===== src/rtl/cpu_sequencer.sv =====
// cpu_sequencer: multi-cycle control sequencer for a small accumulator CPU.
//
// Walks FETCH -> DECODE -> {EXEC | OPND | WAIT_IO | HALT} and back to FETCH.
// All strobes are Moore-decoded from the state register and the opcode latched
// in DECODE, qualified only by gt / in_valid / out_ready.
//
// Ports:
//   clk, rst            clock, synchronous active-high reset
//   run                 start request, looked at only in IDLE
//   step                single-step request (only with SINGLE_STEP_EN)
//   mova..halt          one-hot decoder outputs, sampled in DECODE
//   gt                  ALU greater-than flag (jg)
//   in_valid, out_ready I/O port handshakes
//   dec_en, ir_ld, mem_rd, pc_inc, pc_ld, imm_ld, reg_we, alu_en, alu_sub,
//   in_ack, out_we      control strobes
//   halted              processor stopped
//   state               current state encoding
//   instr_cnt           decoded-instruction counter (wraps)
//
// Compile-time option: define SINGLE_STEP_EN to add the step input and return
// to IDLE after every completed instruction.
module cpu_sequencer #(
  parameter int unsigned CNT_W = 16
) (
  input  logic             clk,
  input  logic             rst,
`ifdef SINGLE_STEP_EN
  input  logic             step,
`endif
  input  logic             run,
  input  logic             mova,
  input  logic             movb,
  input  logic             movc,
  input  logic             movd,
  input  logic             add,
  input  logic             sub,
  input  logic             jmp,
  input  logic             jg,
  input  logic             in1,
  input  logic             out1,
  input  logic             movi,
  input  logic             halt,
  input  logic             gt,
  input  logic             in_valid,
  input  logic             out_ready,
  output logic             dec_en,
  output logic             ir_ld,
  output logic             mem_rd,
  output logic             pc_inc,
  output logic             pc_ld,
  output logic             imm_ld,
  output logic             reg_we,
  output logic             alu_en,
  output logic             alu_sub,
  output logic             in_ack,
  output logic             out_we,
  output logic             halted,
  output logic [2:0]       state,
  output logic [CNT_W-1:0] instr_cnt
);

  typedef enum logic [2:0] {
    S_IDLE    = 3'd0,
    S_FETCH   = 3'd1,
    S_DECODE  = 3'd2,
    S_EXEC    = 3'd3,
    S_OPND    = 3'd4,
    S_WAIT_IO = 3'd5,
    S_HALT    = 3'd6
  } state_e;

  typedef enum logic [3:0] {
    OP_NONE, OP_MOVA, OP_MOVB, OP_MOVC, OP_MOVD, OP_ADD, OP_SUB,
    OP_JMP, OP_JG, OP_IN1, OP_OUT1, OP_MOVI, OP_HALT
  } op_e;

  state_e           state_q, state_d;
  op_e              op_q, op_d, op_dec;
  logic [CNT_W-1:0] cnt_q, cnt_d;
  logic             go_c;

  // Where a finished instruction goes, and what wakes IDLE.
`ifdef SINGLE_STEP_EN
  localparam state_e DONE_STATE = S_IDLE;
  assign go_c = run | step;
`else
  localparam state_e DONE_STATE = S_FETCH;
  assign go_c = run;
`endif

  // Priority resolution of the decoder lines (multi-hot tolerated).
  always_comb begin
    op_dec = OP_NONE;
    if      (halt) op_dec = OP_HALT;
    else if (jmp)  op_dec = OP_JMP;
    else if (jg)   op_dec = OP_JG;
    else if (movi) op_dec = OP_MOVI;
    else if (in1)  op_dec = OP_IN1;
    else if (out1) op_dec = OP_OUT1;
    else if (add)  op_dec = OP_ADD;
    else if (sub)  op_dec = OP_SUB;
    else if (mova) op_dec = OP_MOVA;
    else if (movb) op_dec = OP_MOVB;
    else if (movc) op_dec = OP_MOVC;
    else if (movd) op_dec = OP_MOVD;
  end

  // Next-state, opcode/counter update and strobe decode.
  always_comb begin
    state_d = state_q;
    op_d    = op_q;
    cnt_d   = cnt_q;
    dec_en  = 1'b0;
    ir_ld   = 1'b0;
    mem_rd  = 1'b0;
    pc_inc  = 1'b0;
    pc_ld   = 1'b0;
    imm_ld  = 1'b0;
    reg_we  = 1'b0;
    alu_en  = 1'b0;
    alu_sub = 1'b0;
    in_ack  = 1'b0;
    out_we  = 1'b0;
    halted  = 1'b0;
    unique case (state_q)
      S_IDLE: begin
        if (go_c) state_d = S_FETCH;
      end
      S_FETCH: begin
        mem_rd  = 1'b1;
        ir_ld   = 1'b1;
        pc_inc  = 1'b1;
        state_d = S_DECODE;
      end
      S_DECODE: begin
        dec_en = 1'b1;
        op_d   = op_dec;
        cnt_d  = cnt_q + CNT_W'(1);
        case (op_dec)
          OP_HALT:                 state_d = S_HALT;
          OP_JMP, OP_JG, OP_MOVI:  state_d = S_OPND;
          OP_IN1, OP_OUT1:         state_d = S_WAIT_IO;
          OP_NONE:                 state_d = S_FETCH;   // NOP
          default:                 state_d = S_EXEC;
        endcase
      end
      S_EXEC: begin
        case (op_q)
          OP_MOVA, OP_MOVB, OP_MOVC, OP_MOVD: reg_we = 1'b1;
          OP_ADD: begin
            alu_en = 1'b1;
            reg_we = 1'b1;
          end
          OP_SUB: begin
            alu_en  = 1'b1;
            reg_we  = 1'b1;
            alu_sub = 1'b1;
          end
          default: ;
        endcase
        state_d = DONE_STATE;
      end
      S_OPND: begin
        mem_rd = 1'b1;
        case (op_q)
          OP_MOVI: begin
            imm_ld = 1'b1;
            reg_we = 1'b1;
            pc_inc = 1'b1;
          end
          OP_JMP:  pc_ld = 1'b1;
          // Not taken: step the PC over the operand word.
          OP_JG: begin
            pc_ld  = gt;
            pc_inc = ~gt;
          end
          default: ;
        endcase
        state_d = DONE_STATE;
      end
      S_WAIT_IO: begin
        if (op_q == OP_IN1) begin
          if (in_valid) begin
            in_ack  = 1'b1;
            reg_we  = 1'b1;
            state_d = DONE_STATE;
          end
        end else if (op_q == OP_OUT1) begin
          if (out_ready) begin
            out_we  = 1'b1;
            state_d = DONE_STATE;
          end
        end else begin
          state_d = DONE_STATE;
        end
      end
      S_HALT: begin
        halted = 1'b1;
      end
      default: state_d = S_IDLE;
    endcase
  end

  // State, opcode and counter registers.
  always_ff @(posedge clk) begin
    if (rst) begin
      state_q <= S_IDLE;
      op_q    <= OP_NONE;
      cnt_q   <= '0;
    end else begin
      state_q <= state_d;
      op_q    <= op_d;
      cnt_q   <= cnt_d;
    end
  end

  assign state     = state_q;
  assign instr_cnt = cnt_q;

endmodule


===== config.mk =====
export PLATFORM = sky130hd
export DESIGN_NAME = cpu_sequencer
export DESIGN_NICKNAME = d
export VERILOG_FILES = /design/src/rtl/cpu_sequencer.sv
export SDC_FILE = /design/constraint.sdc
export NUM_CORES = 1
export LEC_CHECK = 0
export ABC_AREA = 1
export BUFFER_PORTS_ARGS = -buffer_cell sky130_fd_sc_hd__buf_2
export CAP_MARGIN = 20
export CORE_MARGIN = 2
export CORE_UTILIZATION = 45
export CTS_BUF_LIST = sky130_fd_sc_hd__clkbuf_2 sky130_fd_sc_hd__clkbuf_4 sky130_fd_sc_hd__clkbuf_8
export CTS_CLUSTER_DIAMETER = 80
export DETAILED_ROUTE_END_ITERATION = 16
export PLACE_DENSITY = 0.77
export SLEW_MARGIN = 5
export SYNTH_ARGS = -nofsm -noshare
export SYNTH_HDL_FRONTEND = slang
export SYNTH_SLANG_ARGS = --single-unit

===== constraint.sdc =====
create_clock -name clk -period 5.4 [get_ports clk]
set_input_delay 1.08 -clock clk [delete_from_list [all_inputs] [get_ports clk]]
set_output_delay 1.08 -clock clk [all_outputs]
set_load 0.02 [all_outputs]

# == Yosys cells after proc, flatten, opt, wreduce, memory -nomap -nowiden ==
# Index checks and enable logic that the tools add are counted.
# totals
regBits,23
input_bits,18
out_inout_bits,31
wordCells,83
# classes
addsub,1
eq_ne,26
mux,42
n_bitwise,2
n_reduce_logical,9
# op_table
cell,n
4-bit equality test (second input constant),9
3-bit two-way mux,11
4-bit two-way mux,6
4-bit by 3-bit equality test with 1-bit output (second input constant),5
1-bit two-way mux,19
3-bit case mux with 6 select lines,1
16-bit by 1-bit adder with 16-bit output (second input constant),1
3-bit case mux with 4 select lines,1
3-bit equality test (second input constant),3
4-bit by 2-bit equality test with 1-bit output (second input constant),2
2-bit OR reduction,4
3-bit by 2-bit equality test with 1-bit output (second input constant),2
1-bit case mux with 2 select lines,3
6-bit OR reduction,1
4-bit by 1-bit equality test with 1-bit output (second input constant),1
4-bit zero test,1
4-bit inequality test (second input constant),1
4-bit AND reduction,1
3-bit by 1-bit equality test with 1-bit output (second input constant),1
3-bit zero test,1
3-bit inequality test (second input constant),1
1-bit case mux with 3 select lines,1
3-bit OR reduction,1
2-bit inequality test (second input constant),1
1-bit NOT,2

# == Longest topological paths before layout ==
# logic_depth
ltp_word,16
ltp_mapped,17
mapped_depth_nobuf,17

# == Worst setup path after synthesis ==
# Ideal clock, no wire load.
# synth_timing
path_type,input to output
start,input in_valid
end,output reg_we
arrival_time_ns,2.135
required_time_ns,4.320
setup_slack_ns,2.185
path_stages,3
path_buffers,0
path_cell_list,inv_1 > nor4_1 > nand3b_1
# synth_between
elab_chain_cells,3
# synth_lines
element,line,text
"start, declared",44,"input logic in_valid,"
1-bit two-way mux,183,if (in_valid) begin
1-bit two-way mux,182,if (op_q == OP_IN1) begin
1-bit case mux with 3 select lines,125,unique case (state_q)
"end, declared",52,"output logic reg_we,"
# Every way passes these cells.

# == Final worst setup path ==
# layout_timing
start,"register state_q[2], in the netlist state[2]"
end,output pc_inc
# layout_between
elab_chain_cells,2
elab_cells_between_ends,3
classes_between,eq/ne: 2; mux: 1
# layout_lines
element,line,text
"start, declared",77,"state_e state_q, state_d;"
"start signal, assigned",211,state_q <= state_d;
3-bit equality test / 3-bit by 1-bit equality test with 1-bit output (equally long branches),125,
1-bit case mux with 2 select lines *,125,
"end, declared",49,"output logic pc_inc,"
# Every way passes the cells marked *; elsewhere a longest branch is shown, timed or not.

==> metrics <==
crit path DAT=2.01 ns; top_reg_cell synth=dfxtp_1; GPL Wtd Cong=0.8141; Rows=20; DRC Markers=0; CTS Sinks=23; clock buffer count from CTS=3; first-pass GRT wire length=5147 µm; fin crit period=between 3 and 4 ns; Critical Path Fanout Max=8; CP required=approximately 4.3 ns; total routed wirelength=about 3000 µm; Seq. cell area=approximately 460 µm²; most frequent cell after synthesis=inv_1; gr usage total=between 10% and 20%; final antenna-violating net count=0; DP Wirelength=about 2400 µm; syn_nets=236; H-tree levels=1; CTS clk-pin slew, worst paths=~0.12 ns; clock tree buffer depth=2; Max-Cap Viols=0; Mapped Cells=between 200 and 250; post-route setup TNS=0 ns; Leak=between 0.0008 and 0.0009 µW; Top delay family on crit path=flip-flops; diode count=0; fin crit share=between 50% and 60%; post-synth top area share=around a third; PortBufs=48; die width=between 50 and 60 µm; largest net degree at the start of global routing=18; crit path kind=flop to output pin; achievable frequency=roughly 0.32 GHz; crit path cell chain=inv_1 -> nor2_1 -> inv_1 -> nor2_1 -> inv_1 -> nor2_1 -> inv_1 -> o311ai_0 -> buf_2; count of hold buffers inserted by post-cts repair=0; routed len/inst=roughly 10 µm; via count=1491; Root Driver=clkbuf_4; Async SR Flop Fraction=0%; Power Dens Cells=299.5 mW/mm²; worst rel slew slack=just over 60%; Distinct cells, synth=27; CP Capture Type=output pin; multi-input logic area=~750 µm²; register bit count reported by yosys=23; CP peak stage delay=between 0.5 and 0.6 ns; CTS tree=built; Total Nets Final=285; Layout Utilization=~56%; final setup fails=0; P&R area growth vs syn=20.48%; Post-synth EDFFs=0; DIE AREA=approximately 0.0036 mm²; I/O Pins=a little under 50; RSZ-0062 raised after global routing=false; worst min-delay path category=flop to flop; First-pass DRT Iterations=4; CP startpoint kind=flop; Buf/Inv on CP=5; Seq/Total Area, Yosys=~33%; initial antenna violation count=0; Vias/cell=roughly 5; Setup Buffers After CTS=0; Initial DRC Count=90; die height=59.76 µm; # resized after CTS=0; Worst VDD drop=between 0.15 and 0.2 mV; Fin. Hold Viols=0; clk_skew=between 0.002 and 0.003 ns; most frequent cells after synthesis=inv_1, nand2_1, dfxtp_1; Remaining Overflow, GRT=0; Yosys top cell by area=dfxtp_1; worst-margin pin slew=0.5772 ns; Synth area leaders=dfxtp_1, inv_1, nand2_1; Synth Cell Area=roughly 0.0014 mm²; vias in the first global route=1308; Initial Util=between 40% and 50%; max-slew violation count=0; clk_lat worst skew=0.30 ns; layout cell share with drive strength beyond 1=a little under a quarter; CP most frequent cell=inv_1; Slowest cell on crit path=dfxtp_1; CORE AREA=0.003003 mm²; FILL cells=around 320; Yosys warnings=0; Avg Inst Size Synth=6.446 µm²; run status=finished, final reports clean
cell usage in the layout, fill, tap and decap left out:
cell type / count
nor4_1: 5
nor2_2: 2
ha_1: 1
nand3_2: 3
nor4_2: 1
o21a_1: 2
clkbuf_4: 3
nor3_1: 9
nor3_4: 1
nand3_1: 17
nor3_2: 1
a21oi_1: 20
o311ai_0: 1
xor2_1: 2
nand3b_1: 1
nand2_1: 34
nor2_1: 19
a31oi_1: 1
dfxtp_1: 23
inv_2: 1
inv_1: 44
o21ai_0: 17
or3_1: 1
clkinv_2: 1
o2111ai_1: 1
buf_2: 48
nand4_1: 5
and3_1: 1
sequential cells by signal, summed over array words and instances (netlist names):
register / cells
state: 3
instr_cnt: 16
op_q: 4
through the flow:
stage | power (µW) | area (µm²) | hold slack [ns] | std cells | setup WS [ns]
after detailed placement | 431.0 | 1658 | 0.4882 | 294 | 2.547
final | 504.8 | 1685 | 0.5088 | 298 | 2.313
after CTS | 509.8 | 1685 | 0.5115 | 298 | 2.279
after global routing | 548.3 | 1685 | 0.5394 | 298 | 2.090
after floorplan | 378.5 | 1399 | 0.5045 | 217 | 2.185
after global placement | 428.0 | 1658 | 0.4798 | 294 | 2.580
final timing paths:
check | startpoint | endpoint | slack, ns | depth (start not counted)
worst max-delay path | state[2]$_SDFFE_PP0P_ | pc_inc | 2.31 | 9
worst max register to register | state[1]$_SDFFE_PP0P_ | instr_cnt[9]$_SDFFE_PP0P_ | 3.12 | 9
worst min-delay path | instr_cnt[2]$_SDFFE_PP0P_ | instr_cnt[2]$_SDFFE_PP0P_ | 0.51 | 2
worst min register to register | instr_cnt[2]$_SDFFE_PP0P_ | instr_cnt[2]$_SDFFE_PP0P_ | 0.51 | 2
power breakdown:
part | switching (µW) | total (µW) | internal (µW)
clock | 49.9 | 77.4 | 27.6
sequential | 33.4 | 225 | 192
combinational | 135 | 202 | 67.3
worst min-delay path: cells and delay by family (launching register included):
kind	cells	cell delay, ns
DFF	1	0.36
buffers and inverters	1	0.06
AOI/OAI and AO/OA	1	0.06
logic make-up (layout without fill, tap and decap cells):
family | count (synthesis) | count (layout) | share of synthesized area (%)
fa+ha+maj | 1 | 1 | 0.8943
flops | 23 | 23 | 32.92
simple gates | 100 | 100 | 35.24
buf+inv | 49 | 97 | 13.68
compound gates | 42 | 42 | 16.01
xor+xnor | 2 | 2 | 1.252
final cells by class:
| cell class | count | area share (%) |
|---|---|---|
| flip-flops and latches | 23 | 27.32 |
| clock buffers | 3 | 1.336 |
| multi-input cells | 145 | 44.32 |
| repair buffers | 48 | 14.25 |
| inverters | 45 | 10.02 |
| clock inverters | 1 | 0.2970 |
| well taps | 33 | 2.450 |
routing by layer:
metal | GRT usage (%) | vias to the layer above | part of all wire, %
li1 | - | 812 | -
met1 | 22.56 | 636 | 49
met2 | 31.99 | 41 | 46
met3 | 3.030 | 2 | 5.1
met4 | 5.079 | 0 | 0.56
met5 | 0 | - | 0
Note: power is estimated with default switching activity, not from simulation.
